$ cat config.mk
export PLATFORM = sky130hd
export DESIGN_NAME = regwrite_arbiter
export DESIGN_NICKNAME = d
export VERILOG_FILES = /design/src/rtl/regwrite_arbiter.sv
export SDC_FILE = /design/constraint.sdc
export NUM_CORES = 1
export LEC_CHECK = 0
export ABC_CLOCK_PERIOD_IN_PS = 4200
export CAP_MARGIN = 20
export CORE_ASPECT_RATIO = 1.25
export CORE_MARGIN = 2
export CORE_UTILIZATION = 40
export CTS_CLUSTER_SIZE = 14
export DETAILED_ROUTE_END_ITERATION = 16
export HOLD_SLACK_MARGIN = 0.03
export PLACE_DENSITY = 0.77
export SLEW_MARGIN = 0
export SYNTH_ARGS = -nofsm -noshare
export SYNTH_HDL_FRONTEND = slang
export SYNTH_SLANG_ARGS = --single-unit
$ cat constraint.sdc
create_clock -name Clk -period 4.2 [get_ports Clk]
set_clock_uncertainty 0.1 [all_clocks]
set_input_delay 1.26 -clock Clk [delete_from_list [all_inputs] [get_ports Clk]]
set_output_delay 1.26 -clock Clk [all_outputs]
set_load 0.03 [all_outputs]
$ cat src/rtl/regwrite_arbiter.sv
// Register-file write-port arbiter: merges pipeline writeback with a 2-entry
// MDU write queue, with a starvation counter that stalls WB to drain the queue.
module regwrite_arbiter #(
    parameter int unsigned STARVE_LIMIT = 4,
    parameter int unsigned QDEPTH       = 2
) (
    input  logic        Clk,
    input  logic        Reset,
    input  logic        WbRegWrite,
    input  logic [4:0]  WbWriteReg,
    input  logic [31:0] WbWriteData,
    input  logic        MduValid,
    input  logic [4:0]  MduWriteReg,
    input  logic [31:0] MduWriteData,
    output logic        MduReady,
    input  logic [4:0]  ReadReg1,
    input  logic [4:0]  ReadReg2,
    output logic        PendHit1,
    output logic        PendHit2,
    output logic        Stall,
    output logic        RegWrite,
    output logic [4:0]  WriteReg,
    output logic [31:0] WriteData
);

    localparam int unsigned REG_W    = 5;
    localparam int unsigned DATA_W   = 32;
    localparam int unsigned CNT_W    = 2;
    localparam int unsigned STARVE_W = 4;

    typedef struct packed {
        logic [REG_W-1:0]  reg_addr;
        logic [DATA_W-1:0] data;
    } wr_entry_t;

    // Queue storage: q_head is the oldest entry, q_tail the second
    wr_entry_t           q_head;
    wr_entry_t           q_tail;
    logic [CNT_W-1:0]    q_count;
    logic [STARVE_W-1:0] starve_cnt;

    wr_entry_t           q_head_next;
    wr_entry_t           q_tail_next;
    logic [CNT_W-1:0]    q_count_next;
    logic [STARVE_W-1:0] starve_cnt_next;

    logic wb_valid;
    logic q_nonempty;
    logic grant_q;
    logic grant_wb;
    logic push;
    wr_entry_t mdu_entry;

    assign wb_valid   = WbRegWrite && (WbWriteReg != REG_W'(0));
    assign q_nonempty = (q_count != CNT_W'(0));
    assign Stall      = (starve_cnt == STARVE_W'(STARVE_LIMIT));
    assign MduReady   = !Reset && (32'(q_count) < QDEPTH);

    // Stall forces the head through; otherwise WB wins over a waiting entry
    assign grant_q  = q_nonempty && (Stall || !wb_valid);
    assign grant_wb = !Stall && wb_valid;

    // Writes to $0 complete the handshake but never occupy a slot
    assign push      = MduValid && MduReady && (MduWriteReg != REG_W'(0));
    assign mdu_entry = '{reg_addr: MduWriteReg, data: MduWriteData};

    // Queue next state: pop shifts tail to head, push lands in first free slot
    always_comb begin
        q_head_next  = q_head;
        q_tail_next  = q_tail;
        q_count_next = q_count;
        if (grant_q) begin
            q_head_next  = q_tail;
            q_count_next = q_count - CNT_W'(1);
        end
        if (push) begin
            if (q_count_next == CNT_W'(0)) begin
                q_head_next = mdu_entry;
            end else begin
                q_tail_next = mdu_entry;
            end
            q_count_next = q_count_next + CNT_W'(1);
        end
    end

    // Starvation counter: counts lost cycles of the current head, saturating
    always_comb begin
        starve_cnt_next = starve_cnt;
        if (!q_nonempty || grant_q) begin
            starve_cnt_next = '0;
        end else if (starve_cnt != STARVE_W'(STARVE_LIMIT)) begin
            starve_cnt_next = starve_cnt + STARVE_W'(1);
        end
    end

    always_ff @(posedge Clk) begin
        if (Reset) begin
            q_head     <= '0;
            q_tail     <= '0;
            q_count    <= '0;
            starve_cnt <= '0;
        end else begin
            q_head     <= q_head_next;
            q_tail     <= q_tail_next;
            q_count    <= q_count_next;
            starve_cnt <= starve_cnt_next;
        end
    end

    // Registered write port; reg/data hold their last value when idle
    always_ff @(posedge Clk) begin
        if (Reset) begin
            RegWrite  <= 1'b0;
            WriteReg  <= '0;
            WriteData <= '0;
        end else if (grant_q) begin
            RegWrite  <= 1'b1;
            WriteReg  <= q_head.reg_addr;
            WriteData <= q_head.data;
        end else if (grant_wb) begin
            RegWrite  <= 1'b1;
            WriteReg  <= WbWriteReg;
            WriteData <= WbWriteData;
        end else begin
            RegWrite  <= 1'b0;
        end
    end

    // Pending-write lookup over live queue slots and the port in flight
    always_comb begin
        PendHit1 = 1'b0;
        PendHit2 = 1'b0;
        if (!Reset) begin
            PendHit1 = (ReadReg1 != REG_W'(0)) &&
                       ((q_nonempty && (q_head.reg_addr == ReadReg1)) ||
                        ((q_count == CNT_W'(2)) && (q_tail.reg_addr == ReadReg1)) ||
                        (RegWrite && (WriteReg == ReadReg1)));
            PendHit2 = (ReadReg2 != REG_W'(0)) &&
                       ((q_nonempty && (q_head.reg_addr == ReadReg2)) ||
                        ((q_count == CNT_W'(2)) && (q_tail.reg_addr == ReadReg2)) ||
                        (RegWrite && (WriteReg == ReadReg2)));
        end
    end

endmodule

==> results.sh, run 1 <==
export IMPL_status="completed"
export IMPL_vias_per_cell=5.54
export IMPL_gp_congestion=0.757
export IMPL_seq_area_frac_synth_pct=42.4
export IMPL_maxCapViolations=0
export IMPL_tightest_slew_ps=859
export IMPL_layout_drive_gt1_share_pct=9.72
export IMPL_syn_num_nets=740
export IMPL_slew_violations=0
export IMPL_drt_pass1_iterations=5
export IMPL_post_cts_buffers=0
export IMPL_synthFlopType="dfxtp_1"
export IMPL_diodes=0
export IMPL_initial_core_util_pct=40.7
export IMPL_hp_class="flop to flop"
export IMPL_grtUsageTotal_pct=20.9
export IMPL_placed_cells=915
export IMPL_post_dp_hpwl_mm=9.83
export IMPL_ctsRootBufferMaster="clkbuf_16"
export IMPL_grt_max_degree=75
export IMPL_clock_sinks=118
export IMPL_power_density_mw_per_mm2=585
export IMPL_ys_ff_latch=118
export IMPL_final_hold_viol_count=0
export IMPL_clk_insertion_delay_late_ps=410
export IMPL_cp_start_kind="input port"
export IMPL_max_slew_margin_rel_pct=42.5
export IMPL_min_from="q_tail[9]$_SDFFE_PP0P_"
export IMPL_syn_inst=647
export IMPL_finalCritPeriodShare_pct=96.5
export IMPL_syn_avg_cell_area_sq_um=8.61
export IMPL_min_period_ps=4050
export IMPL_grt_pass1_wl_mm=24.6
export IMPL_worstSetupPathType="input port to primary output"
export IMPL_finalCoreUtilization_pct=56.8
export IMPL_r2r_slack_ps=1110
export IMPL_route_detailed_wl_per_inst_um=16.3
export IMPL_ios=130
export IMPL_fmax_mhz=247
export IMPL_core_rowCount=48
export IMPL_totalWireLength_mm=15.4
export IMPL_drtIter0Drc=279
export IMPL_clk_pin_slew_ps=50
export IMPL_crit_fanout=4
export IMPL_grt_ovfl_total=0
export IMPL_final_cells=947
export IMPL_synth_enable_flop_cells=0
export IMPL_ys_types=41
export IMPL_clk_path_buf_depth=2
export IMPL_cts_htree_levels=4
export IMPL_cp_data_required_time_ps=2840
export IMPL_final_antenna_net_count=0
export IMPL_async_reset_ff_share_pct=0
export IMPL_yosysWarnings=0
export IMPL_irDropWorstVdd_mv=0.326
export IMPL_core_region_area_sq_mm=0.0137
export IMPL_timing_rr_start="q_count[1]$_SDFF_PP0_"
export IMPL_fin_nets=852
export IMPL_critPathArrivalTime_ps=2690
export IMPL_chipWidth_um=110
export IMPL_end_kind="primary output"
export IMPL_port_buffer_count=129
export IMPL_antenna_found_initial=0
export IMPL_syn_area_sq_mm=0.00557
export IMPL_area_growth_pct=39.6
export IMPL_setup_viol=0
export IMPL_vias=5244
export IMPL_die_h_um=136
export IMPL_cts_tree="built"
export IMPL_setup_worst_path_start="ReadReg2[3]"
export IMPL_rsz0062_at_grt="no"
export IMPL_die_area_sq_mm=0.0149
export IMPL_drcViolationCount=0
export IMPL_cts_buffers=17
export IMPL_p_leak_nw=2.82
export IMPL_first_global_vias=4879
## per-stage QoR
stage	setup TNS [ps]	hold WS, ps	total power [W]	cell area [sq um]	worst slack [ps]
floorplan	0	333	0.00245	5570	162
global placement	-9.68	339	0.00296	7100	-9.68
detailed placement	-64.8	344	0.00298	7100	-56.0
CTS	-2.52	351	0.00457	7750	-2.52
global route	0	366	0.00478	7780	49.9
finish	0	349	0.00455	7780	149
## cells in the mapped netlist (3+ instances only)
| master | count | area share (%) |
|---|---|---|
| dfxtp_1 | 118 | 42 |
| nand2_1 | 112 | 7.5 |
| nor2_1 | 47 | 3.2 |
| a21oi_1 | 43 | 3.9 |
| o21ai_0 | 38 | 3.4 |
| o211ai_1 | 37 | 5.0 |
| o221ai_1 | 37 | 5.8 |
| a211oi_1 | 35 | 4.7 |
| mux2i_1 | 35 | 6.3 |
| clkbuf_1 | 29 | 2.0 |
| buf_2 | 22 | 2.0 |
| xor2_1 | 18 | 2.8 |
| xnor2_1 | 14 | 2.2 |
| inv_1 | 6 | 0.40 |
| ha_1 | 5 | 1.1 |
| nand3_1 | 5 | 0.45 |
| buf_1 | 4 | 0.27 |
| buf_4 | 4 | 0.54 |
| nor4_1 | 4 | 0.45 |
| mux2_2 | 3 | 0.61 |
| or3_1 | 3 | 0.34 |
| or4_1 | 3 | 0.40 |
## metal layers
layer  part of all wire [%]  global-route usage [%]  wire length (um)
met1                     43                    27.0              6660
met2                     50                    33.8              7640
met3                    5.2                    4.65               803
met4                    2.0                    7.59               313
met5                      0                       0                 0
## state kept, by name, indices dropped and copies added (netlist names)
register    flops
starve_cnt      4
q_tail         37
q_count         2
WriteData      32
q_head         37
WriteReg        5
RegWrite        1
## final cells by class
class                           count  area, sq um
Clock inverter                     14          224
Clock buffer                       18          429
Timing Repair Buffer              154         1560
Inverter                            6         22.5
Fill cell                        1236         5920
Sequential cell                   118         2360
Tap cell                          175          219
Multi-Input combinational cell    462         2960
## power breakdown
group | leakage [nW] | switching (W) | internal (W)
Combinational | 1.55 | 0.000848 | 0.000633
Clock | 0.303 | 0.000534 | 0.00106
Sequential | 0.967 | 0.000146 | 0.00133
## final timing paths
check | end | depth (start not counted)
max reg2reg | q_tail[24]$_SDFFE_PP0P_ | 9
min reg2reg | q_tail[9]$_SDFFE_PP0P_ | 2
min | q_tail[9]$_SDFFE_PP0P_ | 2
max | PendHit2 | 7
## critical path, cell delays in order
cell           delay (ps)
dlygate4sd2_1         300
buf_4                 160
xor2_1                140
nor4_2                260
nand3_1               110
a311oi_1              260
buf_4                 200
## cells in the final DEF, fill, tap and decap left out, types with 4 or more instances in the layout
master           synthesis  routed
dlygate4sd2_1            0       4
clkdlybuf4s50_1          0     116
mux2i_1                 35      35
ha_1                     5       4
o211ai_1                37      37
nor2_1                  47      47
nand3_1                  5       5
clkbuf_16                0      17
clkinvlp_4               0       4
o21ai_0                 38      38
a21oi_1                 43      43
o221ai_1                37      37
buf_12                   0       6
inv_1                    6       6
dfxtp_1                118     118
a211oi_1                35      35
dlymetal6s2s_1           0       6
buf_4                    4      22
xor2_1                  18      18
nand2_1                112     112
bufinv_16                0       5
xnor2_1                 14      14
## kinds of logic after synthesis
group	share of synthesized area (%)
DFF	42.4
xor gates and xnor gates	5.03
muxes	6.89
AOI/OAI and AO/OA	25.6
adders and majority gates	1.12
buffers and inverters	5.32
and+or+nand+nor	13.6
## repair_timing
action	in CTS	in global routing
setup endpoints to repair	2	2
endpoints found under the hold margin	0	0
gates resized for setup	5	8
pin swaps	3	4
hold buffers	0	0
Note: power is estimated with default switching activity, not from simulation.
==> run 2: changes to the inputs <==
--- a/config.mk
+++ b/config.mk
@@ -8,7 +8,6 @@
 export ABC_CLOCK_PERIOD_IN_PS = 4200
 export CAP_MARGIN = 20
 export CORE_ASPECT_RATIO = 1.25
-export CORE_MARGIN = 2
 export CORE_UTILIZATION = 40
 export CTS_CLUSTER_SIZE = 14
 export DETAILED_ROUTE_END_ITERATION = 16
==> run 2 against run 1 <==
  * Design area down 1.6%
  * Fmax down 1.5%
  * Utilization up 0.28 points
  * Sequential cell count unchanged
  * Count of clock-buffer cells in the layout up 3
  * Setup slack worse by 63 ps
  * Clock power down 12%
  * Register-to-register slack better by 160 ps
  * Global-route usage up 2.3 points
  * Cell count down 0.95%
  * Critical path type unchanged
  * Largest cell class unchanged
  * Highest routed layer unchanged
==> results.sh, run 2 (same netlist as run 1, synthesis figures left out) <==
export IMPL_fmax_mhz=243
export IMPL_preCtsSetupSlack_ps=-157
export IMPL_worstSetupPathType="input port to primary output"
export IMPL_cp_start_kind="input port"
export IMPL_design_area_sq_mm=0.00765
export IMPL_ctsRootBufferMaster="clkbuf_16"
export IMPL_irDropWorstVdd_mv=0.413
export IMPL_final_cell_mix="118 x dfxtp_1, 117 x clkdlybuf4s50_1, 112 x nand2_1, 47 x nor2_1, 43 x a21oi_1"
export IMPL_combPwrFrac_pct=33.8
export IMPL_finalCritPeriodShare_pct=98.0
export IMPL_critPathArrivalTime_ps=2750
export IMPL_core_region_area_sq_mm=0.0134
export IMPL_setup_worst_path_start="ReadReg2[2]"
export IMPL_port_buffer_count=129
export IMPL_core_rowCount=47
export IMPL_status="completed"
export IMPL_post_cts_buffers=0
export IMPL_first_global_vias=5450
export IMPL_min_from="q_tail[21]$_SDFFE_PP0P_"
export IMPL_diodes=0
export IMPL_layout_drive_gt1_share_pct=9.52
export IMPL_maxCapViolations=0
export IMPL_slew_violations=0
export IMPL_place_area_sq_mm=0.00704
export IMPL_power_density_mw_per_mm2=569
export IMPL_fillers=1166
export IMPL_placed_cells=908
export IMPL_final_cells=938
export IMPL_drtIter0Drc=380
export IMPL_grt_pass1_wl_mm=26.3
export IMPL_p_int_w=0.00285
export IMPL_tightest_slew_ps=759
export IMPL_setup_slack_ps=85.6
export IMPL_drt_pass1_iterations=4
export IMPL_grt_max_degree=56
export IMPL_seqCellArea_sq_mm=0.00236
export IMPL_grt_ovfl_total=0
export IMPL_vias=5454
export IMPL_timing_rr_start="q_count[1]$_SDFF_PP0_"
export IMPL_vias_per_cell=5.81
export IMPL_antenna_found_initial=0
export IMPL_chipWidth_um=108
export IMPL_min_period_ps=4110
export IMPL_p_clk_share_pct=32.1
export IMPL_power_frac_seq_pct=34.1
export IMPL_cts_tree="built"
export IMPL_crit_fanout=2
export IMPL_initial_core_util_pct=41.6
export IMPL_rsz0062_at_grt="no"
export IMPL_p_leak_nw=2.75
export IMPL_setup_viol=0
export IMPL_clk_pin_slew_ps=50
export IMPL_grtUsageTotal_pct=23.2
export IMPL_p_switching_w=0.00150
export IMPL_final_antenna_net_count=0
export IMPL_clock_sinks=118
export IMPL_gp_congestion=0.928
export IMPL_cts_htree_levels=4
export IMPL_hp_class="flop to flop"
export IMPL_area_growth_pct=37.3
export IMPL_route_detailed_wl_per_inst_um=17.4
export IMPL_drcViolationCount=0
export IMPL_die_area_sq_mm=0.0144
export IMPL_totalWireLength_mm=16.3
export IMPL_die_h_um=134
export IMPL_ios=130
export IMPL_max_slew_margin_rel_pct=49.4
export IMPL_cp_data_required_time_ps=2840
export IMPL_multi_input_area_sq_mm=0.00298
export IMPL_clk_path_buf_depth=2
export IMPL_p_sw_share_pct=34.5
export IMPL_final_hold_viol_count=0
export IMPL_cts_buffers=17
export IMPL_clk_insertion_delay_late_ps=420
export IMPL_final_common_cell="dfxtp_1"
export IMPL_end_kind="primary output"
export IMPL_reg_top3="q_head (37), q_tail (37), WriteData (32)"
export IMPL_fin_nets=849
export IMPL_post_dp_hpwl_mm=10.5
## run 2: layout make-up
type | count | share of cell area (%)
multi-input combinational | 462 | 39.0
clock inverter | 9 | 1.34
sequential | 118 | 30.9
inverter | 6 | 0.294
timing repair buffer | 151 | 19.6
tap | 171 | 2.80
clock buffer | 21 | 6.15
## run 2: path summary, 6_finish.rpt
| kind | to | slack (ps) | cells past startpoint |
|---|---|---|---|
| worst max-delay path | PendHit2 | 90 | 6 |
| worst min-delay path | q_tail[21]$_SDFFE_PP0P_ | 350 | 2 |
| worst min register to register | q_tail[21]$_SDFFE_PP0P_ | 350 | 2 |
| worst max register to register | q_head[7]$_SDFF_PP0_ | 1270 | 9 |
## run 2: power groups by stage
| stage | clock [W] | sequential (W) | combinational [W] |
|---|---|---|---|
| 3_5_place_dp | 0 | 0.00150 | 0.00146 |
| 3_3_place_gp | 0 | 0.00150 | 0.00143 |
| 6_report | 0.00140 | 0.00148 | 0.00147 |
| 5_1_grt | 0.00147 | 0.00151 | 0.00159 |
| 2_1_floorplan | 0 | 0.00154 | 0.000909 |
| 4_1_cts | 0.00141 | 0.00148 | 0.00147 |
## run 2: through the flow
step,hold slack (ps),util [%],total power (W),setup TNS [ps]
2_1_floorplan,333,-,0.00245,0
3_3_place_gp,338,52.5,0.00292,-59.4
3_5_place_dp,344,52.5,0.00296,-260
4_1_cts,351,56.8,0.00436,-34.4
5_1_grt,365,57.1,0.00457,0
6_report,350,57.1,0.00435,0
## run 2: routing by layer
layer / track usage [%] / wire length, um / vias to the layer above
li1: - / - / 2566
met4: 9.97 / 435 / 0
met3: 5.34 / 883 / 42
met2: 40.0 / 8300 / 187
met5: 0 / 0 / -
met1: 27.1 / 6680 / 2659
## run 2: timing repair
action                     in CTS  in global routing
hold buffers                    0                  0
gates resized for setup         8                  7
pin swaps                       5                  2
setup endpoints to repair       2                  2
gates cloned                    0                  0
## run 2: critical path: stages
cell and delay, ps:
clkdlybuf4s50_1 500, xnor2_1 120, nand4_1 80, or3_1 370
a311oi_2 220, buf_4 200
